===== src/rtl/vga_timing_gen.sv =====
// 640x480@60 Hz VGA raster timing: pixel-rate divider, h/v counters and
// registered sync/bright decodes, plus a one-clock strobe at each frame start.
module vga_timing_gen #(
    parameter int CLK_DIV     = 4,
    parameter int H_TOTAL     = 800,
    parameter int V_TOTAL     = 525,
    parameter int H_SYNC_END  = 96,
    parameter int V_SYNC_END  = 2,
    parameter int H_VIS_START = 144,
    parameter int H_VIS_END   = 784,
    parameter int V_VIS_START = 35,
    parameter int V_VIS_END   = 515
) (
    input  logic       clk,
    input  logic       rst,
    output logic       pix_en,
    output logic [9:0] hCount,
    output logic [9:0] vCount,
    output logic       bright,
    output logic       hSync,
    output logic       vSync,
    output logic       frame_tick
);

    localparam int DIV_W = (CLK_DIV > 2) ? $clog2(CLK_DIV) : 1;
    localparam logic [DIV_W-1:0] DIV_LAST = DIV_W'(CLK_DIV - 1);
    localparam logic [9:0] H_LAST = 10'(H_TOTAL - 1);
    localparam logic [9:0] V_LAST = 10'(V_TOTAL - 1);

    logic [DIV_W-1:0] div_q, div_d;
    logic [9:0]       h_q, h_d, v_q, v_d;
    logic             pix_en_q, pix_en_d;
    logic             bright_q, bright_d;
    logic             hsync_q, hsync_d;
    logic             vsync_q, vsync_d;
    logic             frame_tick_q, frame_tick_d;
    logic             div_last;

    always_comb begin
        div_last = (div_q == DIV_LAST);
        div_d    = div_last ? '0 : div_q + 1'b1;
        h_d      = h_q;
        v_d      = v_q;
        if (div_last) begin
            if (h_q == H_LAST) begin
                h_d = '0;
                v_d = (v_q == V_LAST) ? '0 : v_q + 1'b1;
            end else begin
                h_d = h_q + 1'b1;
            end
        end
        pix_en_d     = div_last;
        frame_tick_d = div_last && (h_q == H_LAST) && (v_q == V_LAST);
        // Decodes use the next counts so they line up with hCount/vCount.
        hsync_d  = !(h_d < 10'(H_SYNC_END));
        vsync_d  = !(v_d < 10'(V_SYNC_END));
        bright_d = (h_d >= 10'(H_VIS_START)) && (h_d < 10'(H_VIS_END)) &&
                   (v_d >= 10'(V_VIS_START)) && (v_d < 10'(V_VIS_END));
    end

    always_ff @(posedge clk or negedge rst) begin
        if (!rst) begin
            div_q        <= '0;
            h_q          <= '0;
            v_q          <= '0;
            pix_en_q     <= 1'b0;
            bright_q     <= 1'b0;
            hsync_q      <= 1'b0;
            vsync_q      <= 1'b0;
            frame_tick_q <= 1'b0;
        end else begin
            div_q        <= div_d;
            h_q          <= h_d;
            v_q          <= v_d;
            pix_en_q     <= pix_en_d;
            bright_q     <= bright_d;
            hsync_q      <= hsync_d;
            vsync_q      <= vsync_d;
            frame_tick_q <= frame_tick_d;
        end
    end

    assign pix_en     = pix_en_q;
    assign hCount     = h_q;
    assign vCount     = v_q;
    assign bright     = bright_q;
    assign hSync      = hsync_q;
    assign vSync      = vsync_q;
    assign frame_tick = frame_tick_q;

endmodule


===== config.mk =====
export PLATFORM = sky130hd
export DESIGN_NAME = vga_timing_gen
export DESIGN_NICKNAME = d
export VERILOG_FILES = /design/src/rtl/vga_timing_gen.sv
export SDC_FILE = /design/constraint.sdc
export NUM_CORES = 1
export LEC_CHECK = 0
export CELL_PAD_IN_SITES_DETAIL_PLACEMENT = 0
export CELL_PAD_IN_SITES_GLOBAL_PLACEMENT = 1
export CORE_MARGIN = 10
export CORE_UTILIZATION = 43
export CTS_CLUSTER_DIAMETER = 60
export DETAILED_ROUTE_END_ITERATION = 7
export PLACE_DENSITY = 0.83
export SLEW_MARGIN = 25
export SYNTH_ARGS = -nofsm -noshare
export SYNTH_HDL_FRONTEND = slang
export SYNTH_SLANG_ARGS = --single-unit

===== constraint.sdc =====
create_clock -name clk -period 8.8 [get_ports clk]
set_input_delay 0.88 -clock clk [delete_from_list [all_inputs] [get_ports clk]]
set_output_delay 0.88 -clock clk [all_outputs]
set_load 0.02 [all_outputs]

==> metrics, run 1 <==
Sw Share 21.8%; hold depth 1; sequential group share of total power 68.1%; Antenna Cells 0; Die Area 6240 um2; overall routed net length 3.56 mm; Peak Freq 0.327 GHz; vias in the first global route 1250; total global routing overflow 0; share of flip-flops with an asynchronous set or reset 100%; Setup Viol. Count Final 0; fill count 330; top cells by area, synth dfrtp_1 (45%), nand3_1 (4.7%), xnor2_1 (4.7%); ANT nets after route 0; detailed-route wire length per cell 16.2 um; Initial Util 44.5%; Yosys top cell area share 45.1%; Syn Nets 154; Synth Area in Adders 3.34%; area of the core 3360 um2; startpoint types flop; vias per cell 5.69; Reg2Reg Depth 5; PD cells 100 nW/um2; clock sink total 27; Clock Tree Root clkbuf_4; I/O Pins 27; dominant cell type by area after synthesis dfrtp_1; Distinct cells, synth 43; final cycle utilization of the critical path 34.7%; Iter 0 DRT Violations 73; Reg clk slew, reported paths 140 ps; final-report hold violation count 0; post-synthesis sequential area ratio 45.1%; design area 1820 um2; Die X 79.0 um; # hold bufs at CTS 0; Setup TNS 0 ps; Port Buffers 26; maximum clock path buffer count 2; CTS tree done; Die Y 79.0 um; cts repair resizes 0; Clock power frac 30.2%; Int Pwr 143 uW; Avg Cell Area, Syn 10.1 um2; Max Transition Viols Final 0; total global-route track usage 12.0%; flops & latches, synth 27; EDFF count, synth 0; CTS buffer count 3; HP Class flop to flop; multiplexer share of the synthesized area 2.09%; crit path DAT 3280 ps; Rows 21; main combinational cell family by area after synthesis simple AND/OR/NAND/NOR gates; outcome completed; post-synthesis cell area 1500 um2; fin nets 181; Static Leak 0.000798 uW; Crit Path Class flop to flop; Setup Skew 3.66 ps; RSZ-0062 raised after global routing false; Post-DP Area 1790 um2; worst IR drop on VDD 0.0613 mV; Syn Inst Count 148; Area Overhead vs Synth 21.6%; min cycle time layout 3060 ps; layout cell share with drive strength beyond 1 5.75%; DR DRC count 0; max-cap violations 0; clk_lat worst skew 330 ps; Psw 39.8 uW; Crit Path Max Fanout 8; Top FF cell, synth dfrtp_1; XOR/XNOR Fraction of Synth Area 6.43%; Final Util 54.1%; slew margin rel. 55.5%; Comb power frac 1.7%; H-tree depth 1; Synth Area in Compound Gates 11.5%; largest net degree at the start of global routing 28; initial antenna violation count 0; post-DP HPWL 2.71 mm; Final Power 182 uW; Setup crit end kind flop; first drt pass iteration count 4; Ys Warns 0; DR vias 1252; GP Congestion 0.863; Req. time, crit path 9020 ps; wire length of the first global-routing pass 6.04 mm; Slew @ Worst Pin 658 ps; simple logic cell fraction of the synthesized area 27.8%; postcts setup bufs 0
-- cells by family (layout without fill, tap and decap cells) --
group                    after synthesis  after routing
AND/OR/NAND/NOR                       67             67
AO/OA/AOI/OAI                         24             24
adder cells (fa/ha/maj)                4              4
buffers and inverters                 12             38
multiplexers                           3              3
XOR/XNOR                              11             11
flip-flops                            27             27
-- worst max-delay path, stage by stage (launching register included) --
cell,delay (ps)
dfrtp_1,480
or4b_1,720
nor4_1,370
mux2_2,400
or4_1,510
or4_1,470
-- stage by stage --
stage | cells | setup slack, ps | hold slack (ps)
after global placement | 216 | 5870 | 413
after global routing | 220 | 5590 | 482
after floorplan | 148 | 5900 | 403
after detailed placement | 216 | 5760 | 424
final | 220 | 5740 | 447
after CTS | 220 | 5740 | 445
-- routing by layer --
layer | vias up | GRT usage [%] | wire length, um
met5 | - | 0 | 0
met4 | 0 | 4.48 | 63
met3 | 7 | 4.05 | 267
met2 | 32 | 19.6 | 1720
met1 | 612 | 14.2 | 1520
li1 | 601 | - | -
-- worst paths after layout --
path                                start        end  slack (ps)
worst max register to register  hCount[5]      vSync        5740
min in group asynchronous             rst  vCount[7]         900
worst min-delay path             div_q[0]   div_q[0]         450
max in group asynchronous             rst  hCount[5]        7640
worst min register to register   div_q[0]   div_q[0]         450
worst max-delay path            hCount[5]      vSync        5740
-- flip-flops by register name, indices dropped and copies added, names as in the netlist --
| signal | flops |
|---|---|
| bright | 1 |
| div_q | 2 |
| frame_tick | 1 |
| hCount | 10 |
| hSync | 1 |
| pix_en | 1 |
| vCount | 10 |
| vSync | 1 |
-- synth_stat cells (2+ instances only) --
cell,count
dfrtp_1,27
nor4b_1,2
a21boi_0,2
a2bb2oi_1,2
nand2b_1,2
inv_1,7
nor3_1,3
a31oi_1,3
nand2_1,8
or4_1,2
and2_1,2
mux2i_1,2
xnor2_1,8
o31a_1,2
o21ai_0,6
xor2_1,3
clkbuf_1,2
buf_2,2
nor4_1,4
nand4_1,7
ha_1,4
a21oi_1,4
nor2_1,9
and3b_1,2
nand3_1,14
or4b_1,2
-- cell usage in the layout, fill, tap and decap left out, drive strengths merged, types with 2 or more instances in the layout --
master	netlist	routed
and2	2	2
a2bb2oi	2	2
nor4b	2	2
xnor2	8	8
a21oi	4	4
or4	2	2
nand4	7	7
nand3	14	14
clkdlybuf4s50	0	26
a21boi	2	2
and3b	2	2
nand2	8	8
or4b	2	2
xor2	3	3
o31a	2	2
nor2	9	9
a31oi	3	3
ha	4	4
nor4	5	5
nor3	4	4
mux2i	2	2
inv	7	7
o21ai	6	6
clkbuf	2	4
dfrtp	27	27
nand2b	2	2
-- layout make-up --
type,count,area (um2),share of cell area [%]
flip-flops and latches,27,676,37.1
inverters,7,26.3,1.44
multi-input cells,109,767,42.1
clock buffers,4,26.3,1.44
repair buffers,27,268,14.7
well taps,46,57.6,3.16
-- power by group through the flow --
stage / clock [uW] / combinational, uW / sequential (uW)
final: 55.1 / 3.10 / 124
after CTS: 57.5 / 3.42 / 124
after global routing: 62.5 / 3.61 / 124
after global placement: 0 / 3.27 / 126
after floorplan: 0 / 0.000341 / 126
after detailed placement: 0 / 3.42 / 126
Power figures use the tool's default switching activity.
==> run 2, diff against run 1 <==
Settings changed: CORE_UTILIZATION 43 to 40, PLACE_DENSITY 0.83 to 0.78.
Clock period 8.8 ns to 2.95 ns, I/O delays scaled along.
==> metrics, run 2 (synthesized netlist as in run 1, its figures left out) <==
Crit Path Class flop to flop; Sw Share 19.5% (-2.3 points); Max Transition Viols Final 0 (unchanged); RSZ-0062 raised after global routing false; Area Overhead vs Synth 30.0%; Setup Skew 3.41 ps (-0.251 ps); Port Buffers 26 (unchanged); detailed-route wire length per cell 15.7 um (-3.3%); area of the core 3630 um2 (+8.0%); vias in the first global route 1285 (+2.8%); outcome completed; slew margin rel. 68.1% (+13 points); Setup crit end kind flop; largest net degree at the start of global routing 28 (unchanged); maximum clock path buffer count 2 (unchanged); Clock power frac 34.6% (+4.4 points); reg2reg setup slack 120 ps (-5620 ps); fin nets 192 (+6.1%); clk_lat worst skew 270 ps (-60 ps); Antenna Cells 0 (unchanged); Initial Util 41.2% (-3.3 points); post-DP HPWL 2.82 mm (+4.3%); H-tree depth 1 (unchanged); fill count 335 (+1.5%); CTS buffer count 3 (unchanged); Rows 22 (+4.8%); DR DRC count 0 (unchanged); Static Leak 0.000867 uW (+8.7%); Reg clk slew, reported paths 90 ps (-50 ps); Final Util 53.6% (-0.55 points); Die X 81.2 um (+2.8%); total global routing overflow 0 (unchanged); dpl cells 229 (+6.0%); max-cap violations 0 (unchanged); reg2reg end vSync; min cycle time layout 2830 ps (-231 ps); crit path DAT 2970 ps (-310 ps); WHS 403 ps (-43.7 ps); HP Class input pin to asynchronous set/reset pin; CTS tree done; Comb power frac 1.6% (about the same); GP Congestion 0.831 (-3.6%); layout cell share with drive strength beyond 1 14.1% (+8.3 points); Reg2Reg Depth 5 (unchanged); ANT nets after route 0 (unchanged); overall routed net length 3.65 mm (+2.4%); wire length of the first global-routing pass 6.08 mm (+0.68%); Slew @ Worst Pin 473 ps (-185 ps); startpoint types flop; Req. time, crit path 3090 ps (-5930 ps); I/O Pins 27 (unchanged); Psw 113 uW (+180%); Setup Viol. Count Final 0 (unchanged); Setup TNS 0 ps (unchanged); Crit Path Max Fanout 5 (-3); final cycle utilization of the critical path 95.8% (+61 points); Int Pwr 466 uW (+230%); initial antenna violation count 0 (unchanged); vias per cell 5.49 (-3.5%); PD cells 297 nW/um2 (+200%); R2R Path Start hCount[7]; sequential group share of total power 63.8% (-4.3 points); leading cell types in the layout, fill and taps excluded dfrtp_1 (26), clkdlybuf4s50_1 (26), nand3_1 (14); Die Y 81.2 um (+2.8%); clock sink total 27 (unchanged); design area 1950 um2 (+6.9%); first drt pass iteration count 4 (unchanged); total global-route track usage 11.4% (-0.57 points); DR vias 1279 (+2.2%); Peak Freq 0.354 GHz (+8.2%); Post-DP Area 1880 um2 (+4.7%); Die Area 6590 um2 (+5.6%); worst IR drop on VDD 0.146 mV (+140%); Iter 0 DRT Violations 103 (+41%); final-report hold violation count 0 (unchanged); final non-filler cell total 233 (+5.9%); Clock Tree Root clkbuf_8
## run 2: cell types whose count changed in the layout (fill, tap and decap cells not counted), sizes merged
cell	change
clkinv	+1
buf	+11
clkbuf	-1
## run 2: critical path: stages, from the launching register on
cell and delay, ps:
dfrtp_1 440, or4b_1 520, nor4_1 370, mux2_2 400, or4_1 490, or4_1 480
## run 2: layer usage
layer  vias to the layer above  GRT usage (%)  wire length, um
met4                         0           3.81               29
li1                        623              -                -
met2                        29           19.7             1750
met1                       623           13.6             1580
met3                         4           2.76              286
met5                         -              0                0
## run 2: final cells by class
type | count | area (um2) | area share [%]
multi-input cells | 109 | 787 | 40.4
inverters | 7 | 26.3 | 1.35
clock inverters | 1 | 5.00 | 0.257
repair buffers | 38 | 350 | 18.0
clock buffers | 3 | 41.3 | 2.12
flip-flops and latches | 27 | 677 | 34.8
well taps | 48 | 60.1 | 3.08
## run 2: how the worst max path moves through the flow
stage	cells after the start	end	startpoint	slack (ps)
6_report	5	vSync	hCount[7]	120
3_5_place_dp	7	vSync	vCount[1]	100
4_1_cts	7	vSync	vCount[1]	70
2_1_floorplan	6	vSync	hCount[5]	50
3_3_place_gp	7	vSync	vCount[1]	150
5_1_grt	7	vSync	vCount[1]	20
## run 2: repair_timing
item,in CTS,in global routing
setup buffers,0,0
endpoints found under the setup margin,0,2
hold buffers,0,0
resized for setup,0,5
## run 2: power groups by stage
stage,logic (uW),registers [uW],clock network (uW)
3_5_place_dp,9.74,377,0
5_1_grt,10.9,370,226
3_3_place_gp,9.59,377,0
2_1_floorplan,0.000341,377,0
6_report,9.09,370,200
4_1_cts,9.73,370,213
## run 2: per-stage QoR
step                      worst slack, ps  power, uW
final                                 124        579
after global routing                 17.4        606
after CTS                            72.9        593
after detailed placement              101        387
after global placement                149        387
after floorplan                      50.3        377
==> run 3, diff against run 2 <==
Settings changed: CTS_CLUSTER_DIAMETER 60 to 120.
==> results of run 3 <==
The final DEF is identical to that of run 2; final timing and power are the same.
